$ cat src/rtl/coproc_cmd_sequencer.sv
// Command sequencer for the vector coprocessor: decodes UART command bytes, streams vector
// payloads into the A/B memories and owns the op code. Optional watchdog: define WDOG_EN.
module coproc_cmd_sequencer #(
    parameter int N_ELEM      = 1024,
    parameter int ADDR_W      = 10,
    parameter int TIMEOUT_CYC = 100_000_000
) (
    input  logic              clk,
    input  logic              rst,
    input  logic [7:0]        rx_data,
    input  logic              rx_ready,
    input  logic              op_finished,
    output logic              wr_en,
    output logic              wr_sel,
    output logic [ADDR_W-1:0] wr_addr,
    output logic [7:0]        wr_data,
    output logic [7:0]        op,
    output logic              busy,
    output logic              load_done,
    output logic              cmd_done,
    output logic              cmd_err
);

    typedef enum logic [1:0] {IDLE, LOAD, EXEC, DONE} state_t;

    localparam logic [7:0] CMD_WR_A  = 8'd1;
    localparam logic [7:0] CMD_WR_B  = 8'd2;
    localparam logic [7:0] CMD_RD_A  = 8'd99;
    localparam logic [7:0] CMD_RD_B  = 8'd100;
    localparam logic [7:0] CMD_SUM   = 8'd101;
    localparam logic [7:0] CMD_AVG   = 8'd102;
    localparam logic [7:0] CMD_MAN   = 8'd103;
    localparam logic [ADDR_W-1:0] LAST_ADDR = ADDR_W'(N_ELEM - 1);

    state_t            state_q, state_d;
    logic [7:0]        op_q, op_d;
    logic              wr_en_q, wr_en_d;
    logic              wr_sel_q, wr_sel_d;
    logic [ADDR_W-1:0] wr_addr_q, wr_addr_d;
    logic [7:0]        wr_data_q, wr_data_d;
    logic [ADDR_W-1:0] count_q, count_d;
    logic              busy_q, busy_d;
    logic              load_done_q, load_done_d;
    logic              cmd_done_q, cmd_done_d;
    logic              cmd_err_q, cmd_err_d;

`ifdef WDOG_EN
    localparam int WDOG_W = $clog2(TIMEOUT_CYC + 1);
    localparam logic [WDOG_W-1:0] WDOG_LAST = WDOG_W'(TIMEOUT_CYC - 1);
    logic [WDOG_W-1:0] wdog_q, wdog_d;
    logic              wdog_expired;
    assign wdog_expired = (wdog_q == WDOG_LAST);
`endif

    always_comb begin
        state_d     = state_q;
        op_d        = op_q;
        wr_en_d     = 1'b0;
        wr_sel_d    = wr_sel_q;
        wr_addr_d   = wr_addr_q;
        wr_data_d   = wr_data_q;
        count_d     = count_q;
        load_done_d = 1'b0;
        cmd_done_d  = 1'b0;
        cmd_err_d   = 1'b0;
`ifdef WDOG_EN
        wdog_d      = wdog_q;
`endif
        case (state_q)
            IDLE: begin
                if (rx_ready) begin
                    case (rx_data)
                        CMD_WR_A, CMD_WR_B: begin
                            state_d  = LOAD;
                            wr_sel_d = (rx_data == CMD_WR_B);
                            count_d  = '0;
`ifdef WDOG_EN
                            wdog_d   = '0;
`endif
                        end
                        CMD_RD_A, CMD_RD_B, CMD_SUM, CMD_AVG, CMD_MAN: begin
                            state_d = EXEC;
                            op_d    = rx_data;
`ifdef WDOG_EN
                            wdog_d  = '0;
`endif
                        end
                        default: cmd_err_d = 1'b1;
                    endcase
                end
            end
            LOAD: begin
                if (rx_ready) begin
                    wr_en_d   = 1'b1;
                    wr_data_d = rx_data;
                    wr_addr_d = count_q;
`ifdef WDOG_EN
                    wdog_d    = '0;
`endif
                    // Last element: the count parks at the final address instead of wrapping.
                    if (count_q == LAST_ADDR) begin
                        load_done_d = 1'b1;
                        state_d     = IDLE;
                    end else begin
                        count_d = count_q + 1'b1;
                    end
                end
`ifdef WDOG_EN
                else if (wdog_expired) begin
                    cmd_err_d = 1'b1;
                    op_d      = 8'd0;
                    state_d   = IDLE;
                end else begin
                    wdog_d = wdog_q + 1'b1;
                end
`endif
            end
            EXEC: begin
                if (rx_ready) begin
                    cmd_err_d = 1'b1;
                end
                if (op_finished) begin
                    op_d       = 8'd0;
                    cmd_done_d = 1'b1;
                    state_d    = DONE;
                end
`ifdef WDOG_EN
                else if (wdog_expired) begin
                    cmd_err_d = 1'b1;
                    op_d      = 8'd0;
                    state_d   = IDLE;
                end else begin
                    wdog_d = wdog_q + 1'b1;
                end
`endif
            end
            DONE: begin
                state_d = IDLE;
                if (rx_ready) begin
                    cmd_err_d = 1'b1;
                end
            end
            default: state_d = IDLE;
        endcase
        busy_d = (state_d != IDLE);
    end

    always_ff @(posedge clk) begin
        if (rst) begin
            state_q     <= IDLE;
            op_q        <= 8'd0;
            wr_en_q     <= 1'b0;
            wr_sel_q    <= 1'b0;
            wr_addr_q   <= '0;
            wr_data_q   <= 8'd0;
            count_q     <= '0;
            busy_q      <= 1'b0;
            load_done_q <= 1'b0;
            cmd_done_q  <= 1'b0;
            cmd_err_q   <= 1'b0;
`ifdef WDOG_EN
            wdog_q      <= '0;
`endif
        end else begin
            state_q     <= state_d;
            op_q        <= op_d;
            wr_en_q     <= wr_en_d;
            wr_sel_q    <= wr_sel_d;
            wr_addr_q   <= wr_addr_d;
            wr_data_q   <= wr_data_d;
            count_q     <= count_d;
            busy_q      <= busy_d;
            load_done_q <= load_done_d;
            cmd_done_q  <= cmd_done_d;
            cmd_err_q   <= cmd_err_d;
`ifdef WDOG_EN
            wdog_q      <= wdog_d;
`endif
        end
    end

    assign wr_en     = wr_en_q;
    assign wr_sel    = wr_sel_q;
    assign wr_addr   = wr_addr_q;
    assign wr_data   = wr_data_q;
    assign op        = op_q;
    assign busy      = busy_q;
    assign load_done = load_done_q;
    assign cmd_done  = cmd_done_q;
    assign cmd_err   = cmd_err_q;

endmodule

$ cat config.mk
export PLATFORM = sky130hd
export DESIGN_NAME = coproc_cmd_sequencer
export DESIGN_NICKNAME = d
export VERILOG_FILES = /design/src/rtl/coproc_cmd_sequencer.sv
export SDC_FILE = /design/constraint.sdc
export NUM_CORES = 1
export LEC_CHECK = 0
export ABC_AREA = 1
export BUFFER_PORTS_ARGS = -buffer_cell sky130_fd_sc_hd__buf_2
export CAP_MARGIN = 25
export CORE_ASPECT_RATIO = 1.25
export CORE_UTILIZATION = 45
export DETAILED_ROUTE_END_ITERATION = 16
export PLACE_DENSITY = 0.72
export SYNTH_ARGS = -nofsm -noshare
export SYNTH_HDL_FRONTEND = slang
export SYNTH_SLANG_ARGS = --single-unit
$ cat constraint.sdc
create_clock -name clk -period 1.8 [get_ports clk]
set_clock_uncertainty 0.15 [all_clocks]
set_input_delay 0.18 -clock clk [delete_from_list [all_inputs] [get_ports clk]]
set_output_delay 0.18 -clock clk [all_outputs]
set_load 0.02 [all_outputs]
==> results of run 1 <==
[layer usage]
layer	share of wire	track usage	up-vias
li1	-	-	976
met1	0.42	0.243	828
met2	0.51	0.385	52
met3	0.046	0.0481	5
met4	0.016	0.0775	0
met5	0	0	-
[through the flow]
step,total power (W),hold slack (ps)
floorplan,0.00107,165
detailed placement,0.00110,280
global route,0.00172,45.6
CTS,0.00167,3.16
finish,0.00166,4.84
global placement,0.00110,270
[placed cells by master (no fill, tap or decap), types with 4 or more instances in the layout]
cell       n
nand2_1   51
nor2_1    45
dfxtp_1   43
buf_2     43
a21oi_1   26
inv_1     23
nand3_1   21
o21ai_0   21
buf_4     13
clkbuf_8   5
nor3_1     4
[final timing paths]
path                            cells past startpoint        from    endpoint
worst max-delay path                               11  rx_data[3]  count_q[1]
worst min-delay path                                3  rx_data[4]  wr_data[4]
worst min register to register                      2       op[4]       op[4]
worst max register to register                     10  count_q[1]  count_q[0]
[cell families (layout without fill, tap and decap cells)]
| group | count (synthesis) | after routing | synth area share |
|---|---|---|---|
| xor gates and xnor gates | 2 | 2 | 0.00913 |
| AOI/OAI and AO/OA | 52 | 52 | 0.149 |
| DFF | 44 | 44 | 0.459 |
| buffers and inverters | 34 | 90 | 0.0711 |
| adders and majority gates | 1 | 1 | 0.00652 |
| and+or+nand+nor | 136 | 136 | 0.305 |
[power groups by stage]
stage | registers [W] | clock network [W] | logic (W)
2_1_floorplan | 0.00101 | 0 | 0.0000524
3_3_place_gp | 0.00101 | 0 | 0.0000944
3_5_place_dp | 0.00101 | 0 | 0.0000955
4_1_cts | 0.000983 | 0.000591 | 0.0000971
5_1_grt | 0.000984 | 0.000625 | 0.000112
6_report | 0.000983 | 0.000577 | 0.000101
[flip-flops by register name, summed over array words and instances, names as in the netlist]
signal	count
count_q	10
wr_addr	10
op	8
wr_data	8
state_q	2
busy	1
cmd_done	1
cmd_err	1
load_done	1
wr_en	1
wr_sel	1
[layout make-up]
type,instances,area (um^2)
clock inverters,1,5.00
well taps,56,70.1
multi-input cells,191,913
repair buffers,58,343
fillers,419,1720
flip-flops and latches,44,882
inverters,25,93.8
clock buffers,6,72.6
[timing repair]
item                       4_1_cts  5_1_grt
setup buffers                    0        2
setup endpoints to repair        0       12
hold buffers                     1        0
hold endpoints to repair         1        0
resized for setup                0        4
[critical path, stage by stage]
cell and delay, ps:
dlygate4sd3_1 540, buf_2 150, nor2_1 120, nand2_1 110, nand2_1 70, nand3_1 130
nand2_4 140, buf_12 120, nand3_1 60, nand2_1 80, nor2_1 60
==> reports/results.ini, run 1 <==
[clock_tree]
clock-sinks=44
cts_max_level=2
cts_tree=yes
clockBufferDepth=2
cts.clk_slew.worst_paths_ps=80
clk_latency_ps=300
cts-root-buf=clkbuf_8
cts_made_buffers=5

[routing]
drt-pass1-iter-count=4
via_count=1861
via_per_inst=4.88
drc=0
ant_nets=0
wirelength_mm=4.46
drtIter0Drc=81
routedWlPerCell_um=11.7

[final_layout]
final_core_util=0.581
final_area_um2=2380
area_growth_pct=24.1
nNetsFinal=338
fin_cells=381
n_antenna_cell=0
drive_above_1_share=0.240

[power]
powerDensity_nw_per_um2=698
switching_share=0.230
pwr-share-clk=0.348
p_leak_nw=1.11
p_seq_frac=0.592
pwr-share-comb=0.061
p_int_w=0.00128
irDropWorstVdd_v=0.000301
p_switching_w=0.000382

[placed_design]
dp_cells=371
place_hpwl_mm=3.29
gp_congestion=0.874
post-place-ws_ps=134
port_buffers=43
placed_area_um2=2250

[global_routing]
grt_usage=0.214
first_global_vias=1646
grt_max_degree=27
antenna_found_initial=0
gr-total-overflow=0
grt_pass1_wl_mm=7.16

[timing]
fin_ws_ps=74.2
worst_pin_slew_ps=678
tns_ps=0
fin_crit_ps=1730
hold_viol=0
period_share=0.959
rsz0062_at_grt=true
setup_violations=0
maxSlewViolCount=0
slew_headroom=0.548
fmax_mhz=579

[synthesis]
syn_nets=282
synth.largest_area_cell=dfxtp_1
synth_top_area_share=0.459
syn-cell-area_um2=1920
syn_inst=269
yosysMostFrequentCell=nand2_1
ys_ff_latch=44
synth_cell_type_count=26
synth_common_cells=51 x nand2_1, 46 x nor2_1, 44 x dfxtp_1, 26 x a21oi_1, 23 x inv_1
synth_area_leaders=dfxtp_1 46%, nand2_1 10%, nor2_1 9.0%, a21oi_1 6.8%, nand3_1 5.5%
synth_edf_count=0
syn_area_per_cell_um2=7.13
yosysSeqAreaShare=0.459
synthFlopType=dfxtp_1
synth_warnings=0
postSynth.asyncResetShare=0

[hold_path]
worst_hold_path_type=input pin to flop

[die]
num_io_pins=44
dieArea_um2=4530
fp.dieH_um=75.0
die_x_um=60.4
start_util=0.468
core.rowCount=26
core_area_um2=4100

[setup_path]
required_ps=1830
crit_type=input pin to flop
crit_path_end_kind=flop
arrival_ps=1760
r2r_setup_slack_ps=180
cp-start-kind=input pin
path_max_fanout=7

[flow_run]
drv_cap=0

[run_status]
status=complete, no violations

Note: power is estimated with default switching activity, not from simulation.
==> inputs of run 2 (changes only) <==
--- a/config.mk
+++ b/config.mk
@@ -6,7 +6,7 @@
 export NUM_CORES = 1
 export LEC_CHECK = 0
 export ABC_AREA = 1
-export BUFFER_PORTS_ARGS = -buffer_cell sky130_fd_sc_hd__buf_2
+export BUFFER_PORTS_ARGS = -buffer_cell sky130_fd_sc_hd__clkbuf_2
 export CAP_MARGIN = 25
 export CORE_ASPECT_RATIO = 1.25
 export CORE_UTILIZATION = 45
==> run 2 against run 1 <==
Net effect:
- non-clock buffer count is 2 higher
- clock-buffer cell count grew 1
- critical path depth decreased by 1
- power is 4.3% higher
- die area unchanged
- utilization is 0.82 points higher
- clock power is 11% higher
- wire length decreased by 2.6%
- global-route usage up 0.26 points
- critical endpoint unchanged
==> reports/results.ini, run 2 (same netlist as run 1, synthesis figures left out) <==
[clock_tree]
cts_made_buffers=5
clk_latency_ps=300
clockBufferDepth=2
cts.clk_slew.worst_paths_ps=80
cts_setup_buffers=0
clock-sinks=44
cts_max_level=2
cts_tree=yes
cts-root-buf=clkbuf_8

[setup_path]
cp-start-kind=input pin
crit_type=input pin to flop
crit_chain=dlygate4sd3_1 -> clkbuf_2 -> nor2_1 -> nand2_1 -> nand2_1 -> nand3_2 -> nand2_4 -> nand2_4 -> o21ai_0 -> nor2_1
cp.buffers_inverters=2
critPathTopFamily=simple AND/OR/NAND/NOR gates
slowest_delay_ps=530
slowest_stage=dlygate4sd3_1
arrival_ps=1760
path_max_fanout=11
crit_path_end_kind=flop
required_ps=1840

[die]
core_area_um2=4100
core.rowCount=26
num_io_pins=44
dieArea_um2=4530
fp.dieH_um=75.0
start_util=0.468
die_x_um=60.4

[timing]
slew_headroom=0.814
hold_viol=0
maxSlewViolCount=0
worst_pin_slew_ps=278
setup_violations=0
rsz0062_at_grt=false
fin_crit_ps=1720
tns_ps=0
fmax_mhz=581
fin_ws_ps=78.2
period_share=0.957

[global_routing]
grt_max_degree=27
grt_usage=0.216
grt_pass1_wl_mm=7.21
first_global_vias=1650
gr-total-overflow=0
antenna_found_initial=0

[final_layout]
fillCellCount=409
final_common_cell=nand2_1
drive_above_1_share=0.238
n_antenna_cell=0
fin_cells=384
nNetsFinal=340
seq_area_um2=881
multiInputGateArea_um2=920
area_growth_pct=25.8
mostFrequentLayoutCells=51 x nand2_1, 44 x nor2_1, 44 x dfxtp_1

[run_status]
status=complete, no violations

[placed_design]
gp_congestion=0.878
dp_cells=371
post-place-ws_ps=112
place_hpwl_mm=3.21
port_buffers=43

[routing]
drt-pass1-iter-count=5
drtIter0Drc=57
drc=0
routedWlPerCell_um=11.3
wirelength_mm=4.35
ant_nets=0
via_count=1838
via_per_inst=4.79

[hold_path]
worst_hold_path_type=input pin to flop

[power]
powerDensity_nw_per_um2=718
irDropWorstVdd_v=0.000449
p_leak_nw=1.08

[flow_run]
drv_cap=0

==> run 2: path summary, 6_finish.rpt <==
kind         cells past startpoint       start  slack (ps)         end
min                              3  rx_data[0]          20  wr_data[0]
min reg2reg                      2       op[3]         290       op[3]
max reg2reg                     10  count_q[1]         140  count_q[1]
max                             10  rx_data[3]          80  count_q[1]
==> run 2: timing repair <==
action,CTS,global route
setup endpoints to repair,0,14
hold buffers,5,0
hold endpoints to repair,5,0
resized for setup,0,5
==> run 2: routing by layer <==
metal  global-route usage  vias up  share of wire
met5                    0        -              0
met3               0.0584        6          0.034
met2                0.391       31           0.51
met1                0.241      817           0.44
met4               0.0724        0          0.015
li1                     -      984              -
==> run 2: power breakdown <==
part / leakage [nW] / switching, W / total, W / internal [W]
Clock: 0.0445 / 0.000330 / 0.000642 / 0.000312
Sequential: 0.355 / 0.00000319 / 0.000983 / 0.000980
Combinational: 0.684 / 0.0000661 / 0.000107 / 0.0000413
Total: 1.08 / 0.000400 / 0.00173 / 0.00133
==> run 2: metrics by stage <==
stage / util / total power [W] / hold slack [ps] / area [um^2]
2_1_floorplan: - / 0.00107 / 165 / 1920
3_3_place_gp: 0.549 / 0.00110 / 272 / 2250
3_5_place_dp: 0.549 / 0.00110 / 279 / 2250
4_1_cts: 0.584 / 0.00175 / 13.3 / 2390
5_1_grt: 0.589 / 0.00181 / 33.1 / 2410
6_report: 0.589 / 0.00173 / 21.6 / 2410
==> run 2: final cells by class <==
cell class                 instances  share of cell area
clock buffer                       7              0.0358
clock inverter                     1             0.00311
inverter                          25              0.0389
multi-input combinational        191               0.381
sequential                        44               0.365
tap                               56              0.0290
timing repair buffer              60               0.147
==> run 2: worst reg2reg max path: cells and delay by family, from the launching register on <==
family / cells / cell delay (ps)
compound gates: 1 / 70
fa+ha+maj: 1 / 180
flops: 1 / 370
simple gates: 8 / 790
==> inputs of run 3 (changes only) <==
--- a/config.mk
+++ b/config.mk
@@ -5,13 +5,13 @@
 export SDC_FILE = /design/constraint.sdc
 export NUM_CORES = 1
 export LEC_CHECK = 0
-export ABC_AREA = 1
 export BUFFER_PORTS_ARGS = -buffer_cell sky130_fd_sc_hd__clkbuf_2
 export CAP_MARGIN = 25
 export CORE_ASPECT_RATIO = 1.25
 export CORE_UTILIZATION = 45
 export DETAILED_ROUTE_END_ITERATION = 16
-export PLACE_DENSITY = 0.72
+export PLACE_DENSITY = 0.73
+export REMOVE_ABC_BUFFERS = 1
 export SYNTH_ARGS = -nofsm -noshare
 export SYNTH_HDL_FRONTEND = slang
 export SYNTH_SLANG_ARGS = --single-unit
==> run 3 against run 2 <==
Net effect:
- maximum frequency is 3.1% lower
- area after synthesis is 6.3% lower
- critical path depth is 5 lower
- via count is 8.6% lower
- sequential cell count stayed put
- power is 9.6% higher
- synthesized cell count is 23% lower
- wire length is 3.9% lower
- first-iteration DRC count is 7.0% lower
- clock-buffer cell count stayed put
- die area is 6.1% lower
==> reports/results.ini, run 3 <==
[global_routing]
grt_max_degree=21
grt_usage=0.202
antenna_found_initial=0
grt_pass1_wl_mm=6.54
first_global_vias=1481
gr-total-overflow=0

[synthesis]
yosysSeqAreaShare=0.490
syn_area_per_cell_um2=8.69
synth_common_cells=44 x dfxtp_1, 44 x nand2_1, 26 x a21oi_1, 10 x nor2_1, 6 x clkbuf_1
synth.largest_area_cell=dfxtp_1
synthFlopType=dfxtp_1
synth_area_leaders=dfxtp_1 49%, nand2_1 9.2%, a21oi_1 7.2%, nor2_1 2.1%, a22o_1 1.5%
syn_inst=207
synth_top_area_share=0.490
synth_warnings=0
synth_edf_count=0
postSynth.asyncResetShare=0
ys_ff_latch=44
synth_cell_type_count=48
syn-cell-area_um2=1800

[timing]
setup_violations=0
period_share=0.987
worst_pin_slew_ps=426
fmax_mhz=563
rsz0062_at_grt=true
hold_viol=0
maxSlewViolCount=0
fin_crit_ps=1780
tns_ps=0
slew_headroom=0.715

[die]
start_util=0.471
core.rowCount=25
core_area_um2=3820
die_x_um=58.5
num_io_pins=44
fp.dieH_um=72.7
dieArea_um2=4250

[run_status]
status=complete, no violations

[setup_path]
slowest_stage=dlygate4sd3_1
crit_chain=dlygate4sd3_1 -> or4b_4 -> nor4_4 -> nor2_1 -> a211oi_2
crit_type=input pin to flop
r2r_setup_slack_ps=60
required_ps=1870
cp-start-kind=input pin
rr_worst_depth=6
reg2reg_to=busy
crit_path_end_kind=flop
path_max_fanout=3
slowest_delay_ps=590
regToRegStartpoint=count_q[1]
arrival_ps=1850

[hold_path]
whs_path_depth=3
worst_hold_path_type=input pin to flop
hp-start=rx_data[2]
worstHoldEndpoint=wr_data[2]

[final_layout]
drive_above_1_share=0.291
area_growth_pct=31.3
mostFrequentLayoutCells=44 x nand2_1, 44 x dfxtp_1, 42 x clkbuf_2
nNetsFinal=280
n_antenna_cell=0

[routing]
ant_nets=0
drc=0
via_count=1680
drt-pass1-iter-count=4
via_per_inst=5.22
drtIter0Drc=53
wirelength_mm=4.18
routedWlPerCell_um=13.0

[clock_tree]
cts_made_buffers=5
clk_latency_ps=290
cts_max_level=2
cts_tree=yes
cts-root-buf=clkbuf_8
cts.clk_slew.worst_paths_ps=80
cts_setup_buffers=0
clock-sinks=44
clockBufferDepth=2

[placed_design]
place_hpwl_mm=2.85
port_buffers=43
gp_congestion=0.807

[power]
irDropWorstVdd_v=0.000485
p_total_w=0.00190
p_leak_nw=0.962
powerDensity_nw_per_um2=804

[flow_run]
drv_cap=0

## run 3: metal layers
metal,vias up,global-route usage,part of all wire
li1,849,-,-
met1,791,0.241,0.44
met2,32,0.344,0.51
met3,8,0.0550,0.032
met4,0,0.0741,0.016
met5,-,0,0
## run 3: area by class of cell
class / count / area, um^2
Tap cell: 54 / 67.6
Timing Repair Buffer: 65 / 405
Clock inverter: 1 / 30.0
Clock buffer: 7 / 96.3
Fill cell: 367 / 1460
Inverter: 4 / 15.0
Sequential cell: 44 / 881
Multi-Input combinational cell: 147 / 866
## run 3: repair_timing
action,4_1_cts,5_1_grt
endpoints found under the setup margin,0,10
gates resized for setup,0,4
hold buffers,4,0
hold endpoints to repair,4,0
## run 3: worst max-delay path: cells and delay by family
family | cells | cell delay, ps
buf+inv | 1 | 590
simple gates | 3 | 920
compound gates | 1 | 150
## run 3: report_power, final
part	internal [W]	total [W]	switching, W	leakage, nW
Clock	0.000490	0.000817	0.000328	0.0645
Sequential	0.000976	0.000978	0.00000209	0.355
Combinational	0.0000419	0.000103	0.0000612	0.543
## run 3: metrics by stage
stage / worst slack (ps) / util / instances / area [um^2] / hold WS [ps]
floorplan: -282 / - / 195 / 1740 / 99.1
global placement: 109 / 0.570 / 311 / 2170 / 290
detailed placement: 62.0 / 0.570 / 311 / 2170 / 296
CTS: 22.9 / 0.613 / 323 / 2340 / 0.0685
global route: -57.3 / 0.619 / 322 / 2360 / 5.11
finish: 23.4 / 0.619 / 322 / 2360 / 8.28
## run 3: worst max-delay path by stage
| stage | from | endpoint | slack [ps] | depth (start not counted) |
|---|---|---|---|---|
| detailed placement | count_q[1] | count_q[1] | 60 | 6 |
| CTS | count_q[1] | count_q[1] | 20 | 6 |
| global placement | count_q[1] | count_q[1] | 110 | 6 |
| finish | rx_data[7] | op[5] | 20 | 5 |
| global route | count_q[1] | count_q[8] | -60 | 6 |
| floorplan | state_q[0] | count_q[5] | -280 | 4 |
## run 3: cells by family (layout without fill, tap and decap cells)
logic type | after synthesis | after routing | share of synthesized area
simple gates | 92 | 92 | 0.258
mux | 1 | 1 | 0.00557
flops | 44 | 44 | 0.490
buf+inv | 16 | 77 | 0.0431
fa+ha+maj | 1 | 1 | 0.00696
compound gates | 51 | 51 | 0.187
xor+xnor | 2 | 2 | 0.00974
